File: src/rtl/cga_vram_arbiter_if.sv
// Signal bundle between the CGA display/ISA side and the VRAM arbiter.
// The master modport is the host side (sequencer, ISA bus, RAM chip); the slave modport is the arbiter.
interface cga_vram_arbiter_if #(
    parameter int ADDR_BITS = 15
);
    logic                 video_req;
    logic [ADDR_BITS-1:0] video_addr;
    logic                 cpu_slot;
    logic                 bus_mem_cs;
    logic [ADDR_BITS-1:0] bus_a;
    logic                 bus_memr_l;
    logic                 bus_memw_l;
    logic [7:0]           bus_d;
    logic [7:0]           bus_out;
    logic                 bus_dir;
    logic                 bus_rdy;
    logic [ADDR_BITS-1:0] ram_a;
    logic                 ram_we_l;
    logic [7:0]           ram_wdata;
    logic [7:0]           ram_d;
    logic                 snow;

    modport master (
        output video_req, video_addr, cpu_slot, bus_mem_cs, bus_a,
               bus_memr_l, bus_memw_l, bus_d, ram_d,
        input  bus_out, bus_dir, bus_rdy, ram_a, ram_we_l, ram_wdata, snow
    );

    modport slave (
        input  video_req, video_addr, cpu_slot, bus_mem_cs, bus_a,
               bus_memr_l, bus_memw_l, bus_d, ram_d,
        output bus_out, bus_dir, bus_rdy, ram_a, ram_we_l, ram_wdata, snow
    );
endinterface

File: src/rtl/cga_vram_arbiter.sv
// CGA/Tandy VRAM arbiter: video fetches own the RAM, ISA CPU cycles are slotted in with wait states.
// Optional macro CGA_SNOW_EN: CPU accesses ignore the slot and steal the RAM from video, producing snow.
module cga_vram_arbiter #(
    parameter int ADDR_BITS    = 15,
    parameter int USE_BUS_WAIT = 1,
    parameter int SYNC_STAGES  = 2
) (
    input  logic              clk,
    input  logic              reset,
    cga_vram_arbiter_if.slave vif
);

    localparam logic [2:0] ST_IDLE      = 3'd0;
    localparam logic [2:0] ST_WAIT_SLOT = 3'd1;
    localparam logic [2:0] ST_ACCESS    = 3'd2;
    localparam logic [2:0] ST_LATCH     = 3'd3;
    localparam logic [2:0] ST_DONE      = 3'd4;

    logic [2:0]             state_r;
    logic [2:0]             state_nx_s;
    logic [SYNC_STAGES-1:0] memr_sync_r;
    logic [SYNC_STAGES-1:0] memw_sync_r;
    logic [ADDR_BITS-1:0]   cpu_addr_r;
    logic [7:0]             cpu_wdata_r;
    logic                   cpu_write_r;
    logic [7:0]             bus_out_r;
    logic                   bus_dir_r;
    logic                   bus_rdy_r;

    logic                   rd_act_s;
    logic                   wr_act_s;
    logic                   strobe_s;
    logic                   request_s;
    logic                   cpu_phase_s;
    logic                   cpu_owns_ram_s;
    logic                   slot_ok_s;
    logic                   video_clash_s;
    logic                   snow_s;

    assign rd_act_s    = ~memr_sync_r[SYNC_STAGES-1];
    assign wr_act_s    = ~memw_sync_r[SYNC_STAGES-1];
    assign strobe_s    = rd_act_s | wr_act_s;
    assign request_s   = vif.bus_mem_cs & strobe_s;
    assign cpu_phase_s = (state_r == ST_ACCESS) || (state_r == ST_LATCH);

`ifdef CGA_SNOW_EN
    // CPU steals the RAM unconditionally; any overlapping video fetch sees CPU data.
    assign cpu_owns_ram_s = cpu_phase_s;
    assign slot_ok_s      = 1'b1;
    assign video_clash_s  = 1'b0;
    assign snow_s         = cpu_phase_s & vif.video_req;
`else
    // A video fetch landing in a CPU phase takes the RAM and forces the CPU access to retry.
    assign cpu_owns_ram_s = cpu_phase_s & ~vif.video_req;
    assign slot_ok_s      = vif.cpu_slot & ~vif.video_req;
    assign video_clash_s  = vif.video_req;
    assign snow_s         = 1'b0;
`endif

    assign vif.ram_a     = cpu_owns_ram_s ? cpu_addr_r : vif.video_addr;
    assign vif.ram_we_l  = ~((state_r == ST_ACCESS) & cpu_write_r & cpu_owns_ram_s);
    assign vif.ram_wdata = cpu_wdata_r;
    assign vif.snow      = snow_s;
    assign vif.bus_out   = bus_out_r;
    assign vif.bus_dir   = bus_dir_r;
    assign vif.bus_rdy   = (USE_BUS_WAIT != 0) ? bus_rdy_r : 1'b1;

    // Strobe synchronizers, idle high.
    always_ff @(posedge clk or posedge reset) begin
        if (reset) begin
            memr_sync_r <= {SYNC_STAGES{1'b1}};
            memw_sync_r <= {SYNC_STAGES{1'b1}};
        end else begin
            memr_sync_r <= {memr_sync_r[SYNC_STAGES-2:0], vif.bus_memr_l};
            memw_sync_r <= {memw_sync_r[SYNC_STAGES-2:0], vif.bus_memw_l};
        end
    end

    // Next-state logic for the CPU access sequencer.
    always_comb begin
        state_nx_s = state_r;
        case (state_r)
            ST_IDLE: begin
                if (request_s) state_nx_s = ST_WAIT_SLOT;
                else           state_nx_s = ST_IDLE;
            end
            ST_WAIT_SLOT: begin
                if (!strobe_s)      state_nx_s = ST_IDLE;
                else if (slot_ok_s) state_nx_s = ST_ACCESS;
                else                state_nx_s = ST_WAIT_SLOT;
            end
            ST_ACCESS: begin
                if (video_clash_s)    state_nx_s = ST_WAIT_SLOT;
                else if (cpu_write_r) state_nx_s = ST_DONE;
                else                  state_nx_s = ST_LATCH;
            end
            ST_LATCH: begin
                if (video_clash_s) state_nx_s = ST_WAIT_SLOT;
                else               state_nx_s = ST_DONE;
            end
            ST_DONE: begin
                if (!strobe_s) state_nx_s = ST_IDLE;
                else           state_nx_s = ST_DONE;
            end
            default: state_nx_s = ST_IDLE;
        endcase
    end

    // State register.
    always_ff @(posedge clk or posedge reset) begin
        if (reset) state_r <= ST_IDLE;
        else       state_r <= state_nx_s;
    end

    // Request capture and ISA-side outputs; ready is high exactly in IDLE and DONE.
    always_ff @(posedge clk or posedge reset) begin
        if (reset) begin
            cpu_addr_r  <= {ADDR_BITS{1'b0}};
            cpu_wdata_r <= 8'h00;
            cpu_write_r <= 1'b0;
            bus_out_r   <= 8'h00;
            bus_dir_r   <= 1'b0;
            bus_rdy_r   <= 1'b1;
        end else begin
            if ((state_r == ST_IDLE) && request_s) begin
                cpu_addr_r  <= vif.bus_a;
                cpu_wdata_r <= vif.bus_d;
                cpu_write_r <= wr_act_s;
            end
            if ((state_r == ST_LATCH) && (state_nx_s == ST_DONE)) begin
                bus_out_r <= vif.ram_d;
            end
            bus_rdy_r <= (state_nx_s == ST_IDLE) || (state_nx_s == ST_DONE);
            bus_dir_r <= (state_nx_s == ST_DONE) & ~cpu_write_r;
        end
    end

endmodule

File: src/flat_wrapper.sv
// flat-port wrapper written by rule: the top's interface ports become plain ports
module cga_vram_arbiter_flat 
#(
    parameter int ADDR_BITS    = 15,
    parameter int USE_BUS_WAIT = 1,
    parameter int SYNC_STAGES  = 2
)
  (clk, reset, vif_video_req, vif_video_addr, vif_cpu_slot, vif_bus_mem_cs, vif_bus_a, vif_bus_memr_l, vif_bus_memw_l, vif_bus_d, vif_ram_d, vif_bus_out, vif_bus_dir, vif_bus_rdy, vif_ram_a, vif_ram_we_l, vif_ram_wdata, vif_snow);
  cga_vram_arbiter_if #(.ADDR_BITS(ADDR_BITS)) vif_i ();
  input  logic clk;
  input  logic reset;
  input wire logic [$bits(vif_i.video_req)-1:0] vif_video_req;
  input wire logic [$bits(vif_i.video_addr)-1:0] vif_video_addr;
  input wire logic [$bits(vif_i.cpu_slot)-1:0] vif_cpu_slot;
  input wire logic [$bits(vif_i.bus_mem_cs)-1:0] vif_bus_mem_cs;
  input wire logic [$bits(vif_i.bus_a)-1:0] vif_bus_a;
  input wire logic [$bits(vif_i.bus_memr_l)-1:0] vif_bus_memr_l;
  input wire logic [$bits(vif_i.bus_memw_l)-1:0] vif_bus_memw_l;
  input wire logic [$bits(vif_i.bus_d)-1:0] vif_bus_d;
  input wire logic [$bits(vif_i.ram_d)-1:0] vif_ram_d;
  output wire logic [$bits(vif_i.bus_out)-1:0] vif_bus_out;
  output wire logic [$bits(vif_i.bus_dir)-1:0] vif_bus_dir;
  output wire logic [$bits(vif_i.bus_rdy)-1:0] vif_bus_rdy;
  output wire logic [$bits(vif_i.ram_a)-1:0] vif_ram_a;
  output wire logic [$bits(vif_i.ram_we_l)-1:0] vif_ram_we_l;
  output wire logic [$bits(vif_i.ram_wdata)-1:0] vif_ram_wdata;
  output wire logic [$bits(vif_i.snow)-1:0] vif_snow;
  assign vif_i.video_req = vif_video_req;
  assign vif_i.video_addr = vif_video_addr;
  assign vif_i.cpu_slot = vif_cpu_slot;
  assign vif_i.bus_mem_cs = vif_bus_mem_cs;
  assign vif_i.bus_a = vif_bus_a;
  assign vif_i.bus_memr_l = vif_bus_memr_l;
  assign vif_i.bus_memw_l = vif_bus_memw_l;
  assign vif_i.bus_d = vif_bus_d;
  assign vif_i.ram_d = vif_ram_d;
  assign vif_bus_out = vif_i.bus_out;
  assign vif_bus_dir = vif_i.bus_dir;
  assign vif_bus_rdy = vif_i.bus_rdy;
  assign vif_ram_a = vif_i.ram_a;
  assign vif_ram_we_l = vif_i.ram_we_l;
  assign vif_ram_wdata = vif_i.ram_wdata;
  assign vif_snow = vif_i.snow;
  cga_vram_arbiter #(.ADDR_BITS(ADDR_BITS), .USE_BUS_WAIT(USE_BUS_WAIT), .SYNC_STAGES(SYNC_STAGES)) u_core (.clk(clk), .reset(reset), .vif(vif_i));
endmodule
File: config.mk
export PLATFORM = sky130hd
export DESIGN_NAME = cga_vram_arbiter_flat
export DESIGN_NICKNAME = d
export VERILOG_FILES = /design/src/rtl/cga_vram_arbiter_if.sv /design/src/rtl/cga_vram_arbiter.sv /design/src/flat_wrapper.sv
export SDC_FILE = /design/constraint.sdc
export NUM_CORES = 1
export LEC_CHECK = 0
export CORE_ASPECT_RATIO = 1.75
export CORE_MARGIN = 4
export CORE_UTILIZATION = 55
export DETAILED_ROUTE_END_ITERATION = 16
export DONT_BUFFER_PORTS = 1
export PLACE_DENSITY = 0.74
export SLEW_MARGIN = 20
export SYNTH_ARGS = -nofsm -noshare
export SYNTH_HDL_FRONTEND = slang
export SYNTH_SLANG_ARGS = --single-unit
File: constraint.sdc
create_clock -name clk -period 2.8 [get_ports clk]
set_input_delay 0.84 -clock clk [delete_from_list [all_inputs] [get_ports clk]]
set_output_delay 0.84 -clock clk [all_outputs]
set_load 0.005 [all_outputs]
==> results of run 1 <==
==> layer usage <==
layer  vias to the layer above  track usage (%)
li1                        429                -
met1                       485             16.4
met2                        55             27.0
met3                         8             5.62
met4                         0             6.92
met5                         -                0
==> path summary, 6_finish.rpt <==
path	endpoint	slack (ns)	cells after the start
hold / removal	u_core.memr_sync_r[1]$_DFF_PP1_	0.36	0
setup reg to reg	u_core.vif.ram_wdata[6]$_DFFE_PP0P_	1.04	3
hold reg to reg	u_core.memr_sync_r[1]$_DFF_PP1_	0.36	0
setup / recovery	vif_ram_a[10]	0.37	3
min in group asynchronous	u_core.vif.ram_wdata[1]$_DFFE_PP0P_	0.56	2
max in group asynchronous	u_core.memr_sync_r[1]$_DFF_PP1_	1.87	2
==> sequential cells by signal, indices dropped and copies added (netlist names) <==
name                  flops
u_core.vif.ram_wdata      8
u_core.vif.bus_dir        1
u_core.memw_sync_r        2
u_core.cpu_addr_r        15
u_core.cpu_write_r        1
u_core.state_r            3
u_core.vif.bus_out        8
u_core.memr_sync_r        2
u_core.vif.bus_rdy        1
==> cell usage after synthesis, types with 2 or more instances <==
cell type,instances,share of area (%)
o21ai_0,2,0.54
nand2_1,4,0.81
inv_1,3,0.61
nor2_1,2,0.41
dfstp_2,5,7.1
nor2b_1,2,0.67
mux2_2,29,18
dfrtp_1,36,49
buf_6,3,1.8
a21oi_1,4,1.1
mux2_4,17,14
nand3b_1,2,0.81
==> layout make-up <==
cell class / count / area (µm²) / share of cell area (%)
timing repair buffer: 4 / 30.0 / 1.52
multi-input combinational: 71 / 771 / 39.0
clock buffer: 8 / 80.1 / 4.05
inverter: 3 / 11.3 / 0.569
sequential: 41 / 1030 / 52.2
tap: 43 / 53.8 / 2.72
==> power groups by stage <==
| stage | logic [W] | clock network [W] | registers [W] |
|---|---|---|---|
| after detailed placement | 0.000549 | 0 | 0.00105 |
| after global placement | 0.000522 | 0 | 0.00103 |
| after global routing | 0.000592 | 0.000383 | 0.00107 |
| after CTS | 0.000553 | 0.000369 | 0.00104 |
| final | 0.000543 | 0.000349 | 0.00104 |
| after floorplan | 0.000495 | 0 | 0.000989 |
==> logic make-up (layout without fill, tap and decap cells) <==
family / after synthesis / count (layout)
flip-flops: 41 / 41
buffers and inverters: 8 / 15
AO/OA/AOI/OAI: 8 / 8
AND/OR/NAND/NOR: 15 / 15
other: 1 / 1
multiplexers: 47 / 47
==> worst max-delay path: cells and delay by family <==
kind | cells | cell delay (ns)
and+or+nand+nor | 1 | 0.18
buffers and inverters | 1 | 0.20
muxes | 1 | 0.37
==> through the flow <==
step	std cells	cell area, µm²
floorplan	120	1850
global placement	162	1900
detailed placement	162	1900
CTS	170	1980
global route	170	1980
finish	170	1980
==> results.md, run 1 <==
- CP Launch Type: input pin
- Sequential share of the synthesized area: 55.7%
- Max Freq: 411 MHz
- Hold Path Class: reg2reg
- Final-report setup violation count: 0
- Final Power: 0.00193 W
- Post-place setup slack: 0.362 ns
- #FFs+latches synth: 41
- CP arrival: 1.59 ns
- Most common cell after layout, fill and taps aside: dfrtp_1
- Grt total ovfl: 0
- FFs w/ async S/R, synth: 100%
- Initial antenna violation count: 0
- Sequential Power Share: 53.7%
- Met3 Routed Length: 327 µm
- CP max-delay cell: mux2_2
- Clk Latency, worst-skew pair: 0.28 ns
- Starting Density: 57.8%
- Worst VDD drop: 586 µV
- GRT Util Overall: 15.6%
- Switch Pwr: 0.000541 W
- RSZ-0062 raised after global routing: false
- Hold_sp: u_core.memr_sync_r[0]$_DFF_PP1_
- Fin Clk Skew: 0.00658 ns
- Final hold violation count: 0
- LEAKAGE: 0.910 nW
- Drt pass-1 iters: 4
- Drt drc: 0
- Fill count: 256
- Setup CP Type: in2out
- Post-Route WL: 3360 µm
- Slew Limit Fails: 0
- CTS Buffer Depth: 2
- CP endpoint kind: primary output
- Routed length on met1: 1160 µm
- Required @ worst endpoint: 1.96 ns
- Syn Inst Count: 120
- RePlAce Congestion: 0.834
- Syn-to-layout area delta: 6.68%
- Worst Slack Setup Final: 0.367 ns
- CTS clk-pin slew, worst paths: 0.06 ns
- Layout cells sized above 1: 50.4%
- Post_cts resized: 0
- Crit path time final: 2.43 ns
- Most frequent cells in the layout: dfrtp_1 (36), mux2_2 (29), mux2_4 (17)
- Wire per inst: 19.8 µm
- Vias in the first global route: 1115
- Max layer used: met4
- Die width: 51.9 µm
- Post-Syn Nets: 173
- Number of diodes: 0
- CP cell instances: nor3b_4 -> buf_4 -> mux2_2
- EDFF count, synth: 0
- CTS root buf: clkbuf_8
- CTS sink count: 41
- Met2 WL: 1810 µm
- Die area: 4400 µm²
- Adder-cell area share of the yosys netlist: 0%
- Worst hold slack: 0.356 ns
- CP startpoint: vif_video_req
- # rows: 27
- Largest family of logic cells by synthesized area: multiplexers
- Critical Path Fanout Max: 10
- Clk pwr share: 18.1%
- Routed vias/inst: 5.75
- PD cells: 975 nW/µm²
- Period utilization: 86.9%
- Area of the core: 3210 µm²
- First-pass GRT wire length: 5130 µm
- H-tree Lvls: 2
- Setup total negative slack: 0 ns
- Worst R2R Start: u_core.state_r[0]$_DFF_PP0_
- Io pins: 88
- Layout Utilization: 61.6%
- TritonCTS clock tree: yes
- Comb power frac: 28.2%
- Cts hold-fix bufs: 0
- # Post-CTS Setup Buffers: 0
- Post-route ant nets: 0
- Netlist cell types: 23
- Top_reg_cell synth: dfrtp_1
- Synth Area in XOR/XNOR: 0%
- Buffers on Ports: 0
- Status: completed
- DIE HEIGHT: 84.8 µm
- Compound-cell area share of the yosys netlist: 3.17%
- Cell area after synthesis: 1850 µm²
- Internal power: 0.00139 W
- Mux share of post-synthesis cell area: 31.9%
- DRT iter0 DRCs: 21
- Synth Area per Inst: 15.5 µm²
- Total CTS buffers: 5
- Delay of the slowest critical-path stage: 0.37 ns
- Maxcap violations: 0
- YS warnings: 0
- Detail Placement HPWL: 2490 µm
- Routed via count: 977
- Sw Ratio: 28.0%
- Synth Area in Simple Gates: 5.94%
- Layout Nets: 179
- Largest net degree at the start of global routing: 42
(Power assumes the default switching activity.)
==> run 2: changes to the inputs <==
--- a/config.mk
+++ b/config.mk
@@ -8,6 +8,7 @@
 export CORE_ASPECT_RATIO = 1.75
 export CORE_MARGIN = 4
 export CORE_UTILIZATION = 55
+export CTS_CLUSTER_DIAMETER = 100
 export DETAILED_ROUTE_END_ITERATION = 16
 export DONT_BUFFER_PORTS = 1
 export PLACE_DENSITY = 0.74
==> results of run 2 <==
Same layout as run 1: the final DEF is identical, and so are final timing and power.
==> run 3: changes to the inputs <==
==> constraint.sdc (replaced) <==
create_clock -name clk -period 3 [get_ports clk]
set_input_delay 0.9 -clock clk [delete_from_list [all_inputs] [get_ports clk]]
set_output_delay 0.9 -clock clk [all_outputs]
set_load 0.005 [all_outputs]
==> results.md, run 3 (synthesis gave the netlist of run 1 again) <==
- Setup CP Type: in2out
- GR peak layer: met2
- Fill count: 255 (-0.39%)
- CTS sink count: 41 (unchanged)
- DRT iter0 DRCs: 4 (-81%)
- Grt met1 use: 16.2% (-0.16 points)
- Die width: 51.9 µm (unchanged)
- Final-report setup violation count: 0 (unchanged)
- Required @ worst endpoint: 2.10 ns (+0.14 ns)
- CTS root buf: clkbuf_8
- Top reg by flops: u_core.cpu_addr_r
- Syn-to-layout area delta: 9.24%
- Grt met2 use: 26.1% (-0.92 points)
- Final hold violation count: 0 (unchanged)
- CTS Buffer Depth: 2 (unchanged)
- LEAKAGE: 0.933 nW (+2.5%)
- Crit path time final: 2.55 ns
- Routed via count: 978 (+0.10%)
- Tightest Pin Transition: 0.920 ns
- Post-Route WL: 3290 µm (-2.3%)
- Total CTS buffers: 5 (unchanged)
- TritonCTS clock tree: yes
- Largest net degree at the start of global routing: 27 (-36%)
- Drt drc: 0 (unchanged)
- CP endpoint kind: primary output
- DIE HEIGHT: 84.8 µm (unchanged)
- RePlAce Congestion: 0.839 (+0.58%)
- Number of diodes: 0 (unchanged)
- Slew headroom: 38.6%
- Detail Placement HPWL: 2500 µm (+0.53%)
- Worst VDD drop: 519 µV (-11%)
- Max Freq: 392 MHz
- Fin cells: 171 (+0.59%)
- Placed cells: 163 (+0.62%)
- # Post-CTS Setup Buffers: 0 (unchanged)
- Slew Limit Fails: 0 (unchanged)
- Post_cts resized: 0 (unchanged)
- Die area: 4400 µm² (unchanged)
- Clk Latency, worst-skew pair: 0.29 ns (about the same)
- Grt total ovfl: 0 (unchanged)
- Status: completed
- Drt pass-1 iters: 4 (unchanged)
- Routed vias/inst: 5.72 (-0.48%)
- H-tree Lvls: 2 (unchanged)
- Hold Path Class: reg2reg
- RSZ-0062 raised after global routing: false
- Worst R2R Start: u_core.state_r[0]$_DFF_PP0_
- GRT Util Overall: 15.7% (+0.058 points)
- Layout Utilization: 63.1% (+1.5 points)
- R2R cell count: 3 (unchanged)
- CP Launch Type: input pin
- Wire per inst: 19.2 µm (-2.9%)
- Area of the core: 3210 µm² (unchanged)
- PD cells: 944 nW/µm² (-3.1%)
- Setup total negative slack: 0 ns (unchanged)
- Maxcap violations: 0 (unchanged)
- Multi-input logic area: 771 µm² (unchanged)
- Cts hold-fix bufs: 0 (unchanged)
- GR Util met3: 6.50% (+0.88 points)
- # rows: 27 (unchanged)
- Most frequent cells in the layout: dfrtp_1 (36), mux2_2 (29), mux2_4 (17)
- Layout Nets: 180 (+0.56%)
- Critical Path Fanout Max: 10 (unchanged)
- Most common cell after layout, fill and taps aside: dfrtp_1
- Io pins: 88 (unchanged)
- CP startpoint: vif_video_req
- Buffers on Ports: 0 (unchanged)
- Vias in the first global route: 1122 (+0.63%)
- Post-route ant nets: 0 (unchanged)
- Hold depth: 0 (unchanged)
- CP arrival: 1.65 ns (+0.06 ns)
- Max reg flops: 15 (unchanged)
- Layout cells sized above 1: 53.1% (+2.7 points)
- Period utilization: 85.1%
- Hold_sp: u_core.memw_sync_r[0]$_DFF_PP1_
- Starting Density: 57.8% (unchanged)
- CTS clk-pin slew, worst paths: 0.07 ns (about the same)
- Fin Clk Skew: 0.00832 ns (+0.00174 ns)
- Initial antenna violation count: 0 (unchanged)
- Storage cell area: 1030 µm² (unchanged)
- First-pass GRT wire length: 5180 µm (+0.82%)
run 3: worst max-delay path: stages:
cell and delay, ns:
nor3b_4 0.18, buf_4 0.20, mux2_2 0.37
run 3: where the power goes:
part           switching [W]  leakage, nW  internal, W
Combinational       0.000166        0.385     0.000334
Clock               0.000175       0.0574     0.000270
Sequential          0.000171        0.491     0.000796
Total               0.000512        0.933      0.00140
run 3: worst paths after layout:
check / to / slack, ns
setup / recovery: vif_ram_a[10] / 0.45
hold / removal: u_core.memw_sync_r[1]$_DFF_PP1_ / 0.36
setup reg to reg: u_core.vif.ram_wdata[6]$_DFFE_PP0P_ / 1.25
hold reg to reg: u_core.memw_sync_r[1]$_DFF_PP1_ / 0.36
max in group asynchronous: u_core.memw_sync_r[1]$_DFF_PP1_ / 1.58
min in group asynchronous: u_core.cpu_addr_r[11]$_DFFE_PP0P_ / 0.70
run 3: area by class of cell:
cell class              instances  area share (%)
inverters                       3           0.556
repair buffers                  5            1.85
flip-flops and latches         41            51.0
clock buffers                   6            4.08
multi-input cells              71            38.0
well taps                      43            2.66
clock inverters                 2            1.85
run 3: stage by stage:
stage,total power [W],hold WS [ns],worst slack (ns),instance area [µm²]
after floorplan,0.00139,0.345,0.332,1850
after global placement,0.00145,0.348,0.453,1910
after detailed placement,0.00148,0.347,0.444,1910
after CTS,0.00194,0.358,0.439,2030
after global routing,0.00203,0.361,0.411,2030
final,0.00191,0.357,0.448,2030
run 3: per-layer routing:
metal / vias to the layer above / share of wire [%]
li1: 431 / -
met1: 485 / 33
met2: 54 / 54
met3: 8 / 11
met4: 0 / 2.6
met5: - / 0
